### src/rtl/clk_div_ctrl.sv
// Runtime-programmable clock-enable divider with a req/ack ratio-change handshake.
// Optional macro CLK_DIV_CTRL_ARB_EN enables the second requester port and fixed-priority arbitration.
module clk_div_ctrl #(
    parameter int          DIV_W     = 4,
    parameter int unsigned RESET_DIV = 1
) (
    input  logic             clk,
    input  logic             rst_n,
    input  logic             req0,
    input  logic [DIV_W-1:0] div0,
    output logic             ack0,
    input  logic             req1,
    input  logic [DIV_W-1:0] div1,
    output logic             ack1,
    output logic             clk_en,
    output logic [DIV_W-1:0] cur_div,
    output logic             busy
);

    localparam logic [DIV_W-1:0] RST_DIV = DIV_W'(RESET_DIV);

    typedef enum logic [1:0] {
        IDLE = 2'd0,
        PEND = 2'd1,
        ACK  = 2'd2
    } state_t;

    state_t           state_q, state_d;
    logic [DIV_W-1:0] cnt_q, cnt_d;
    logic [DIV_W-1:0] cur_div_q, cur_div_d;
    logic [DIV_W-1:0] pend_div_q, pend_div_d;
    logic             owner_q, owner_d;
    logic             clk_en_q, clk_en_d;

    logic             req_any;
    logic [DIV_W-1:0] win_div;
    logic             win_owner;
    logic             owner_req;
    logic             cnt_zero;
    logic             switch_now;
    logic             ack0_o, ack1_o, busy_o;

`ifdef CLK_DIV_CTRL_ARB_EN
    // Fixed priority: port 0 wins whenever both requesters are raised together.
    always_comb begin
        req_any   = req0 | req1;
        win_div   = div0;
        win_owner = 1'b0;
        if (!req0 && req1) begin
            win_div   = div1;
            win_owner = 1'b1;
        end
    end

    assign owner_req = owner_q ? req1 : req0;
`else
    always_comb begin
        req_any   = req0;
        win_div   = div0;
        win_owner = 1'b0;
    end

    assign owner_req = req0;

    logic unused_port1;
    assign unused_port1 = ^{req1, div1};
`endif

    assign cnt_zero   = (cnt_q == '0);
    assign switch_now = (state_q == PEND) && cnt_zero;

    // State register: every flop of the block, cleared asynchronously.
    always_ff @(posedge clk or negedge rst_n) begin
        if (!rst_n) begin
            state_q    <= IDLE;
            cnt_q      <= RST_DIV;
            cur_div_q  <= RST_DIV;
            pend_div_q <= '0;
            owner_q    <= 1'b0;
            clk_en_q   <= 1'b0;
        end else begin
            state_q    <= state_d;
            cnt_q      <= cnt_d;
            cur_div_q  <= cur_div_d;
            pend_div_q <= pend_div_d;
            owner_q    <= owner_d;
            clk_en_q   <= clk_en_d;
        end
    end

    // Next-state logic for the handshake FSM.
    always_comb begin
        state_d    = state_q;
        pend_div_d = pend_div_q;
        owner_d    = owner_q;
        case (state_q)
            IDLE: begin
                if (req_any) begin
                    pend_div_d = win_div;
                    owner_d    = win_owner;
                    state_d    = (win_div == cur_div_q) ? ACK : PEND;
                end
            end
            PEND: begin
                if (cnt_zero) begin
                    state_d = ACK;
                end
            end
            ACK: begin
                if (!owner_req) begin
                    state_d = IDLE;
                end
            end
            default: state_d = IDLE;
        endcase
    end

    // The new ratio is only adopted on a reload edge, so no period is ever cut short.
    always_comb begin
        cur_div_d = switch_now ? pend_div_q : cur_div_q;
        if (cnt_zero) begin
            cnt_d    = cur_div_d;
            clk_en_d = 1'b1;
        end else begin
            cnt_d    = cnt_q - 1'b1;
            clk_en_d = 1'b0;
        end
    end

    // Output decode from the registered state.
    always_comb begin
        busy_o = (state_q != IDLE);
        ack0_o = (state_q == ACK) && (owner_q == 1'b0);
`ifdef CLK_DIV_CTRL_ARB_EN
        ack1_o = (state_q == ACK) && (owner_q == 1'b1);
`else
        ack1_o = 1'b0;
`endif
    end

    assign ack0    = ack0_o;
    assign ack1    = ack1_o;
    assign busy    = busy_o;
    assign clk_en  = clk_en_q;
    assign cur_div = cur_div_q;

endmodule
### config.mk
export PLATFORM = sky130hd
export DESIGN_NAME = clk_div_ctrl
export DESIGN_NICKNAME = d
export VERILOG_FILES = /design/src/rtl/clk_div_ctrl.sv
export SDC_FILE = /design/constraint.sdc
export NUM_CORES = 1
export LEC_CHECK = 0
export BUFFER_PORTS_ARGS = -buffer_cell sky130_fd_sc_hd__buf_2
export CELL_PAD_IN_SITES_DETAIL_PLACEMENT = 2
export CELL_PAD_IN_SITES_GLOBAL_PLACEMENT = 2
export CORE_ASPECT_RATIO = 0.9
export CORE_MARGIN = 5
export CORE_UTILIZATION = 30
export DETAILED_ROUTE_END_ITERATION = 16
export PLACE_DENSITY_LB_ADDON = 0.1
export SETUP_SLACK_MARGIN = 0.4
export SYNTH_ARGS = -nofsm -noshare
export SYNTH_HDL_FRONTEND = slang
export SYNTH_SLANG_ARGS = --single-unit
### constraint.sdc
create_clock -name clk -period 2 [get_ports clk]
set_clock_uncertainty 0.1 [all_clocks]
set_input_delay 0.2 -clock clk [delete_from_list [all_inputs] [get_ports clk]]
set_output_delay 0.2 -clock clk [all_outputs]
set_load 0.01 [all_outputs]
==> results of run 1 <==
repair_timing:
action / in CTS / in global routing
hold buffers: 1 / 0
hold endpoints to repair: 13 / 0
gates resized for setup: 11 / 3
gates cloned: 0 / 0
pin swaps: 2 / 3
setup buffers: 4 / 0
setup endpoints to repair: 9 / 14
power groups by stage:
stage	sequential (mW)	combinational, mW	clock, mW
6_report	0.627	0.796	0.176
2_1_floorplan	0.600	0.482	0
3_5_place_dp	0.624	0.662	0
4_1_cts	0.632	0.803	0.184
3_3_place_gp	0.615	0.645	0
5_1_grt	0.655	0.876	0.204
final cells by class:
type	instances	area share [%]
inverter	3	1.916
multi-input combinational	44	41.76
tap	28	3.576
timing repair buffer	19	11.49
sequential	15	38.57
clock buffer	4	2.682
layer usage:
metal | track usage [%] | up-vias
met2 | 18.30 | 6
met4 | 3.636 | 0
met1 | 13.81 | 277
met3 | 1.938 | 2
met5 | 0 | -
li1 | - | 274
worst max path at each step:
stage,slack (ns),depth (start not counted),from,end
3_5_place_dp,0.23,6,cnt_q[0]$_DFF_PN1_,cur_div[2]$_DFF_PN0_
4_1_cts,0.32,6,cnt_q[0]$_DFF_PN1_,cur_div[1]$_DFF_PN0_
6_report,0.33,6,cnt_q[1]$_DFF_PN0_,cur_div[1]$_DFF_PN0_
2_1_floorplan,0.28,7,cnt_q[1]$_DFF_PN0_,cur_div[1]$_DFF_PN0_
3_3_place_gp,0.25,6,cnt_q[0]$_DFF_PN1_,cur_div[2]$_DFF_PN0_
5_1_grt,0.29,6,cnt_q[1]$_DFF_PN0_,cur_div[1]$_DFF_PN0_
cells in the final DEF, fill, tap and decap left out, types with 2 or more instances in the layout:
master,Yosys,routed
inv_2,0,2
clkbuf_4,0,3
buf_2,0,13
a211oi_1,2,2
nand2b_1,2,2
nor3_2,0,3
dfstp_2,2,2
buf_4,1,5
dfrtp_1,13,13
xnor2_1,5,5
mux2_4,3,3
nand3_1,3,3
mux2_2,4,4
nor3_1,6,3
sequential cells by signal, indices dropped and copies added (netlist names):
name        count
clk_en          1
cur_div         4
cnt_q           4
pend_div_q      4
state_q         2
logic make-up after synthesis:
| family | count (synthesis) | share of synthesized area, % |
|---|---|---|
| AOI/OAI and AO/OA | 8 | 7.768 |
| xor gates and xnor gates | 5 | 5.785 |
| adders and majority gates | 1 | 1.653 |
| buffers and inverters | 5 | 4.629 |
| DFF | 15 | 49.92 |
| muxes | 8 | 13.22 |
| other | 1 | 0.4954 |
| and+or+nand+nor | 21 | 16.53 |
through the flow:
step / hold WS, ns / setup slack [ns] / cell area (um2) / utilization, %
3_5_place_dp: 0.03507 / 0.2343 / 854.6 / 35.24
4_1_cts: 0.06866 / 0.3217 / 973.4 / 40.14
3_3_place_gp: 0.03199 / 0.2480 / 854.6 / 35.24
2_1_floorplan: -0.1956 / 0.2785 / 765.7 / -
6_report: 0.07015 / 0.3320 / 979.7 / 40.40
5_1_grt: 0.06178 / 0.2914 / 979.7 / 40.40
==> results_dict.tcl, run 1 <==
set metrics [dict create \
    outcome "complete, no violations" \
    syn_avg_cell_area_um2 11.83 \
    synth_fp_nets 77 \
    ios 20 \
    nets 99 \
    path_class "flip-flop to flip-flop" \
    synth_area_leaders "dfrtp_1 (43%), dfstp_2 (6.9%), mux2_2 (6.0%)" \
    start_util_pct 31.22 \
    met1Wirelength_um 841 \
    synthTopCellsByCount "dfrtp_1 (13), nor3_1 (6), xnor2_1 (5)" \
    worstReg2RegStart "cnt_q[1]$_DFF_PN0_" \
    top_layer_used "met4" \
    synth_largest_area_cell "dfrtp_1" \
    die-width_um 62.95 \
    grt_usage_pct 10.76 \
    switching_share_pct 39.33 \
    grt_pass1_vias 628 \
    grt_pass1_wl_um 3063 \
    hp-start "div0[0]" \
    hold_path.class "input pin to flip-flop" \
    multi_input_area_um2 409.1 \
    instances_no_fill 113 \
    overflow 0 \
    async_flop_share_pct 100.0 \
    final.setup.tns_ns 0 \
    cp_slowest_stage_delay_ns 0.41 \
    r2r-end "cur_div[1]$_DFF_PN0_" \
    cts_buffer_depth 2 \
    drt_first_pass_iters 4 \
    tritoncts "built" \
    critPathCaptureType "flip-flop" \
    setup_viol 0 \
    critPathBufInv 2 \
    ir_worst_vdd_mv 0.6371 \
    fmax_ghz 0.5995 \
    antenna_found_initial 0 \
    leakage_nw 0.4261 \
    core_um2 2425 \
    area_growth_pct 29.42 \
    place_congestion 0.6898 \
    place_hpwl_um 1341 \
    drc 0 \
    path_cells "inv_2 > ha_4 > or3b_4 > inv_8 > nand2_8 > mux2_4" \
    antenna_left 0 \
    ff2ff_setup_slack_ns 0.33 \
    root_buffer "clkbuf_4" \
    p_seq_share_pct 39.2 \
    crit_required_ns 2.07 \
    wl_met3_um 37 \
    slowest_stage "or3b_4" \
    wire_per_inst_um 15.70 \
    syn_area_um2 757.0 \
    total_power_mw 1.600 \
    ys_seq_area_share_pct 49.92 \
    cts-buffers-inserted 3 \
    p_comb_share_pct 49.8 \
    seq_area_um2 377.9 \
    cts_max_level 1 \
    routed_wl_um 1774 \
    wl_met2_um 884 \
    period_needed_ns 1.668 \
    clkSlewWorstSetupHoldPaths_ns 0.10 \
    worstSetupStartpointType "flip-flop" \
    die_y_um 57.66 \
    rsz0062_at_grt "yes" \
    max-cap-violations 0 \
    critPathArrivalTime_ns 1.74 \
    fp-row-count 17 \
    holdPathStages 2 \
    post_route_cells_drive_above_1_share_pct 52.94 \
    vias 559 \
    n_fill_cell 268 \
    worstPathMaxFanout 5 \
    synth_top_area_share_pct 42.98 \
    yosys_warnings 0 \
    diodes 0 \
    power.density_nw_per_um2 1633 \
    synth_seq_cells 15 \
    synth_cells 64 \
    pwr-share-clk_pct 11.0 \
    synth_most_common_cell "dfrtp_1" \
    vias_per_cell 4.947 \
    dp_cells 104 \
    floorplan.die_area_um2 3629 \
    rr_worst_depth 6 \
    grt_max_degree 16 \
    holdPathEnd "pend_div_q[0]$_DFFE_PN0P_" \
    synth.distinct_cells 31 \
    first_iter_violations 4 \
    io_buffer_count 13 \
    finalMaxSlewViolations 0 \
    cts.sinks 15 \
    cp_top_family "simple AND/OR/NAND/NOR gates" \
    synth_edf_count 0 \
    p_switching_uw 629.1 \
    final_hold_viol_count 0 \
    power.internal_uw 970.5 \
    worstSkewPairLatency_ns 0.28 \
    synth_top_flop_cell "dfrtp_1" \
    fin_crit_sh_pct 83.40 \
]
(Power assumes the default switching activity.)
==> run 2, diff against run 1 <==
==> constraint.sdc (replaced) <==
create_clock -name clk -period 1.6 [get_ports clk]
set_clock_uncertainty 0.1 [all_clocks]
set_input_delay 0.16 -clock clk [delete_from_list [all_inputs] [get_ports clk]]
set_output_delay 0.16 -clock clk [all_outputs]
set_load 0.01 [all_outputs]
==> results_dict.tcl, run 2 (same netlist as run 1, synthesis figures left out) <==
set metrics [dict create \
    outcome "finished with violations" \
    failed_checks "setup timing" \
    ios 20 \
    setup_viol 9 \
    ir_worst_vdd_mv 0.9728 \
    dp_cells 111 \
    total_power_mw 2.418 \
    place_hpwl_um 1592 \
    area_growth_pct 51.57 \
    setup_ws_ns -0.08873 \
    rsz0062_at_grt "yes" \
    critPathCaptureType "flip-flop" \
    holdPathStages 2 \
    mostFrequentLayoutCells "dfrtp_1 (11), buf_2 (11), buf_4 (11)" \
    worstSkewPairLatency_ns 0.29 \
    grt_max_degree 16 \
    grt_pass1_wl_um 3622 \
    fin_crit_sh_pct 105.5 \
    post_route_cells_drive_above_1_share_pct 65.96 \
    core_um2 2425 \
    wire_per_inst_um 17.80 \
    overflow 0 \
    crit_required_ns 1.66 \
    cts_max_level 1 \
    cts.sinks 15 \
    hp-start "div0[2]" \
    leakage_nw 0.5156 \
    rr_worst_depth 6 \
    final_core_util_pct 47.32 \
    max-cap-violations 0 \
    worstReg2RegStart "cnt_q[0]$_DFF_PN1_" \
    start_util_pct 31.22 \
    holdPathEnd "pend_div_q[2]$_DFFE_PN0P_" \
    ff2ff_setup_slack_ns -0.09 \
    floorplan.die_area_um2 3629 \
    vias_per_cell 4.926 \
    worstSetupStartpointType "flip-flop" \
    die_y_um 57.66 \
    period_needed_ns 1.689 \
    cts-buffers-inserted 3 \
    finalMaxSlewViolations 0 \
    tritoncts "built" \
    vias 601 \
    diodes 0 \
    die-width_um 62.95 \
    fp-row-count 17 \
    critPathArrivalTime_ns 1.75 \
    antenna_left 0 \
    instances_no_fill 122 \
    nets 108 \
    hold_path.class "input pin to flip-flop" \
    path_class "flip-flop to flip-flop" \
    cts_buffer_depth 2 \
    root_buffer "clkbuf_4" \
    grt_usage_pct 12.91 \
    drc 0 \
    io_buffer_count 13 \
    routed_wl_um 2172 \
    n_fill_cell 263 \
    fmax_ghz 0.5922 \
    clkSlewWorstSetupHoldPaths_ns 0.10 \
    drt_first_pass_iters 2 \
    r2r-end "cnt_q[2]$_DFF_PN0_" \
    final_hold_viol_count 0 \
    place_congestion 0.7183 \
    grt_pass1_vias 736 \
    antenna_found_initial 0 \
    power.density_nw_per_um2 2108 \
    worstPathMaxFanout 3 \
    first_iter_violations 3 \
]
run 2: what timing repair did:
item | in CTS | in global routing
hold endpoints to repair | 15 | 0
pin swaps | 3 | 1
hold buffers | 1 | 0
gates resized for setup | 16 | 3
endpoints found under the setup margin | 18 | 20
setup buffers | 3 | 3
run 2: stage by stage:
stage	TNS [ns]	setup WS, ns	hold WS, ns	instance area, um2
6_report	-0.4210	-0.08873	0.02805	1147
5_1_grt	-0.9497	-0.1495	0.01557	1147
2_1_floorplan	-0.3792	-0.1095	-0.2356	839.6
3_3_place_gp	-0.8780	-0.1263	-0.007611	980.9
4_1_cts	-0.5088	-0.07926	0.02117	1117
3_5_place_dp	-1.308	-0.2416	-0.006063	980.9
run 2: power by group:
| part | internal [mW] | switching, mW |
|---|---|---|
| sequential | 0.586 | 0.180 |
| clock | 0.0929 | 0.138 |
| combinational | 0.778 | 0.643 |
| total | 1.46 | 0.961 |
run 2: final cells by class:
type                       count  area, um2  share of cell area [%]
sequential                    15      380.4                   33.15
timing repair buffer          28      203.9                   17.78
multi-input combinational     44      476.7                   41.55
inverter                       3      23.77                   2.072
tap                           28      35.03                   3.053
clock inverter                 1      5.005                  0.4362
clock buffer                   3      22.52                   1.963
run 2: worst max-delay path by stage:
stage                            start                   end  slack, ns  cells past startpoint
CTS                 cnt_q[0]$_DFF_PN1_  cur_div[2]$_DFF_PN0_      -0.08                      6
detailed placement  cnt_q[1]$_DFF_PN0_    cnt_q[1]$_DFF_PN0_      -0.24                      6
global placement    cnt_q[1]$_DFF_PN0_    cnt_q[1]$_DFF_PN0_      -0.13                      6
floorplan           cnt_q[0]$_DFF_PN1_  cur_div[1]$_DFF_PN0_      -0.11                      7
finish              cnt_q[0]$_DFF_PN1_    cnt_q[2]$_DFF_PN0_      -0.09                      6
global route        cnt_q[0]$_DFF_PN1_    cnt_q[2]$_DFF_PN0_      -0.15                      6
run 2: critical path, cell delays in order, from the launching register on:
cell	delay [ns]
dfstp_2	0.55
inv_2	0.04
ha_4	0.15
or3b_4	0.28
clkinv_8	0.07
a2111oi_4	0.31
a311oi_2	0.06
run 2: metal layers:
layer / share of wire (%) / track usage (%) / vias up
met5: 0 / 0 / -
met4: 0.78 / 4.545 / 0
met3: 1.8 / 2.326 / 2
met2: 53 / 22.99 / 6
met1: 44 / 15.63 / 307
li1: - / - / 286
==> run 3, diff against run 2 <==
--- a/config.mk
+++ b/config.mk
@@ -8,7 +8,7 @@
 export BUFFER_PORTS_ARGS = -buffer_cell sky130_fd_sc_hd__buf_2
 export CELL_PAD_IN_SITES_DETAIL_PLACEMENT = 2
 export CELL_PAD_IN_SITES_GLOBAL_PLACEMENT = 2
-export CORE_ASPECT_RATIO = 0.9
+export CORE_ASPECT_RATIO = 1.75
 export CORE_MARGIN = 5
 export CORE_UTILIZATION = 30
 export DETAILED_ROUTE_END_ITERATION = 16
==> results_dict.tcl, run 3 (same netlist as run 1, synthesis figures left out) <==
set metrics [dict create \
    outcome "finished with violations" \
    failed_checks "setup timing" \
    root_buffer "clkbuf_8" \
    overflow 0 \
    vias 616 \
    area_growth_pct 53.22 \
    worstSkewPairLatency_ns 0.25 \
    fin_crit_sh_pct 105.4 \
    place_hpwl_um 1553 \
    antenna_found_initial 0 \
    core_um2 2462 \
    ios 20 \
    fmax_ghz 0.5930 \
    finalMaxSlewViolations 0 \
    fin_area_um2 1160 \
    postPlaceCellArea_um2 985.9 \
    cts_max_level 1 \
    mostFrequentLayoutCells "buf_4 (13), dfrtp_1 (12), buf_2 (11)" \
    hold_path.class "input pin to flip-flop" \
    path_class "flip-flop to flip-flop" \
    seq_area_um2 379.1 \
    cts.sinks 15 \
    routed_wl_um 2125 \
    die-width_um 47.97 \
    final_common_cell "buf_4" \
    rsz0062_at_grt "yes" \
    leakage_nw 0.5275 \
    vias_per_cell 5.049 \
    critPathCaptureType "flip-flop" \
    place_congestion 0.6661 \
    diodes 0 \
    setup_viol 6 \
    nets 110 \
    multi_input_area_um2 459.2 \
    die_y_um 76.45 \
    setup_ws_ns -0.08623 \
    fp-row-count 24 \
    final_core_util_pct 47.10 \
    cts-buffers-inserted 3 \
    floorplan.die_area_um2 3667 \
    grt_pass1_vias 694 \
    cts_buffer_depth 2 \
    critPathArrivalTime_ns 1.72 \
    ir_worst_vdd_mv 0.8270 \
    post_route_cells_drive_above_1_share_pct 63.54 \
    start_util_pct 30.74 \
    max-cap-violations 0 \
    worstSetupStartpointType "flip-flop" \
    first_iter_violations 4 \
    worstPathMaxFanout 4 \
    period_needed_ns 1.686 \
    io_buffer_count 13 \
    drt_first_pass_iters 2 \
    n_fill_cell 267 \
    crit_required_ns 1.64 \
    grt_usage_pct 13.71 \
    clkSlewWorstSetupHoldPaths_ns 0.06 \
    wire_per_inst_um 17.42 \
    final_hold_viol_count 0 \
    tritoncts "built" \
    grt_pass1_wl_um 3512 \
    grt_max_degree 16 \
    power.density_nw_per_um2 2111 \
    drc 0 \
    antenna_left 0 \
]
==> run 3: cell count changes in the layout (fill, tap and decap cells not counted), sizes merged <==
cell / previous run / this run
buf: 27 / 29
==> run 3: path summary, 6_finish.rpt <==
check                                     startpoint                        end  slack, ns  cells past startpoint
min                                          div0[0]  pend_div_q[0]$_DFFE_PN0P_       0.06                      2
max                               cnt_q[0]$_DFF_PN1_       cur_div[2]$_DFF_PN0_      -0.09                      6
max reg2reg                       cnt_q[0]$_DFF_PN1_       cur_div[2]$_DFF_PN0_      -0.09                      6
min reg2reg                pend_div_q[3]$_DFFE_PN0P_       cur_div[3]$_DFF_PN0_       0.44                      2
min in group asynchronous                      rst_n  pend_div_q[2]$_DFFE_PN0P_       0.24                      2
max in group asynchronous                      rst_n       cur_div[0]$_DFF_PN1_       0.86                      2
==> run 3: critical path, cell delays in order (launching register included) <==
cell and delay [ns]:
dfstp_2 0.54, inv_2 0.04, ha_4 0.15, or3b_4 0.27, clkinv_8 0.08, nand2_8 0.08, mux2_4 0.30
==> run 3: area by class of cell <==
class,count,area share [%]
clock buffer,3,3.560
clock inverter,1,0.4315
inverter,3,2.050
multi-input combinational,44,39.59
sequential,15,32.69
tap,26,2.805
timing repair buffer,30,18.88
==> run 3: routing by layer <==
layer	vias to the layer above	global-route usage (%)	wire (um)
li1	290	-	-
met1	311	15.15	831
met2	10	22.94	1180
met3	5	3.073	66
met4	0	6.469	46
met5	-	0	0
==> run 3: timing repair <==
action | in CTS | in global routing
pin swaps | 4 | 2
hold buffers | 1 | 0
buffers inserted | 5 | 2
hold endpoints to repair | 15 | 0
setup endpoints to repair | 18 | 18
resized for setup | 14 | 1
==> run 3: metrics by stage <==
step | setup WS, ns | power [mW] | TNS [ns] | hold WS [ns] | cells
2_1_floorplan | -0.1095 | 1.501 | -0.3792 | -0.2356 | 64
3_3_place_gp | -0.1257 | 1.854 | -0.8014 | -0.007493 | 110
3_5_place_dp | -0.1636 | 1.894 | -1.198 | -0.01134 | 110
4_1_cts | -0.09293 | 2.453 | -0.3945 | 0.05823 | 120
5_1_grt | -0.1363 | 2.614 | -0.7836 | 0.06062 | 122
6_report | -0.08623 | 2.448 | -0.3521 | 0.06288 | 122
==> run 3: power by group <==
| part | switching [mW] | total (mW) | internal [mW] |
|---|---|---|---|
| Clock | 0.141 | 0.313 | 0.173 |
| Combinational | 0.601 | 1.37 | 0.767 |
| Sequential | 0.182 | 0.767 | 0.585 |
| Total | 0.924 | 2.45 | 1.52 |
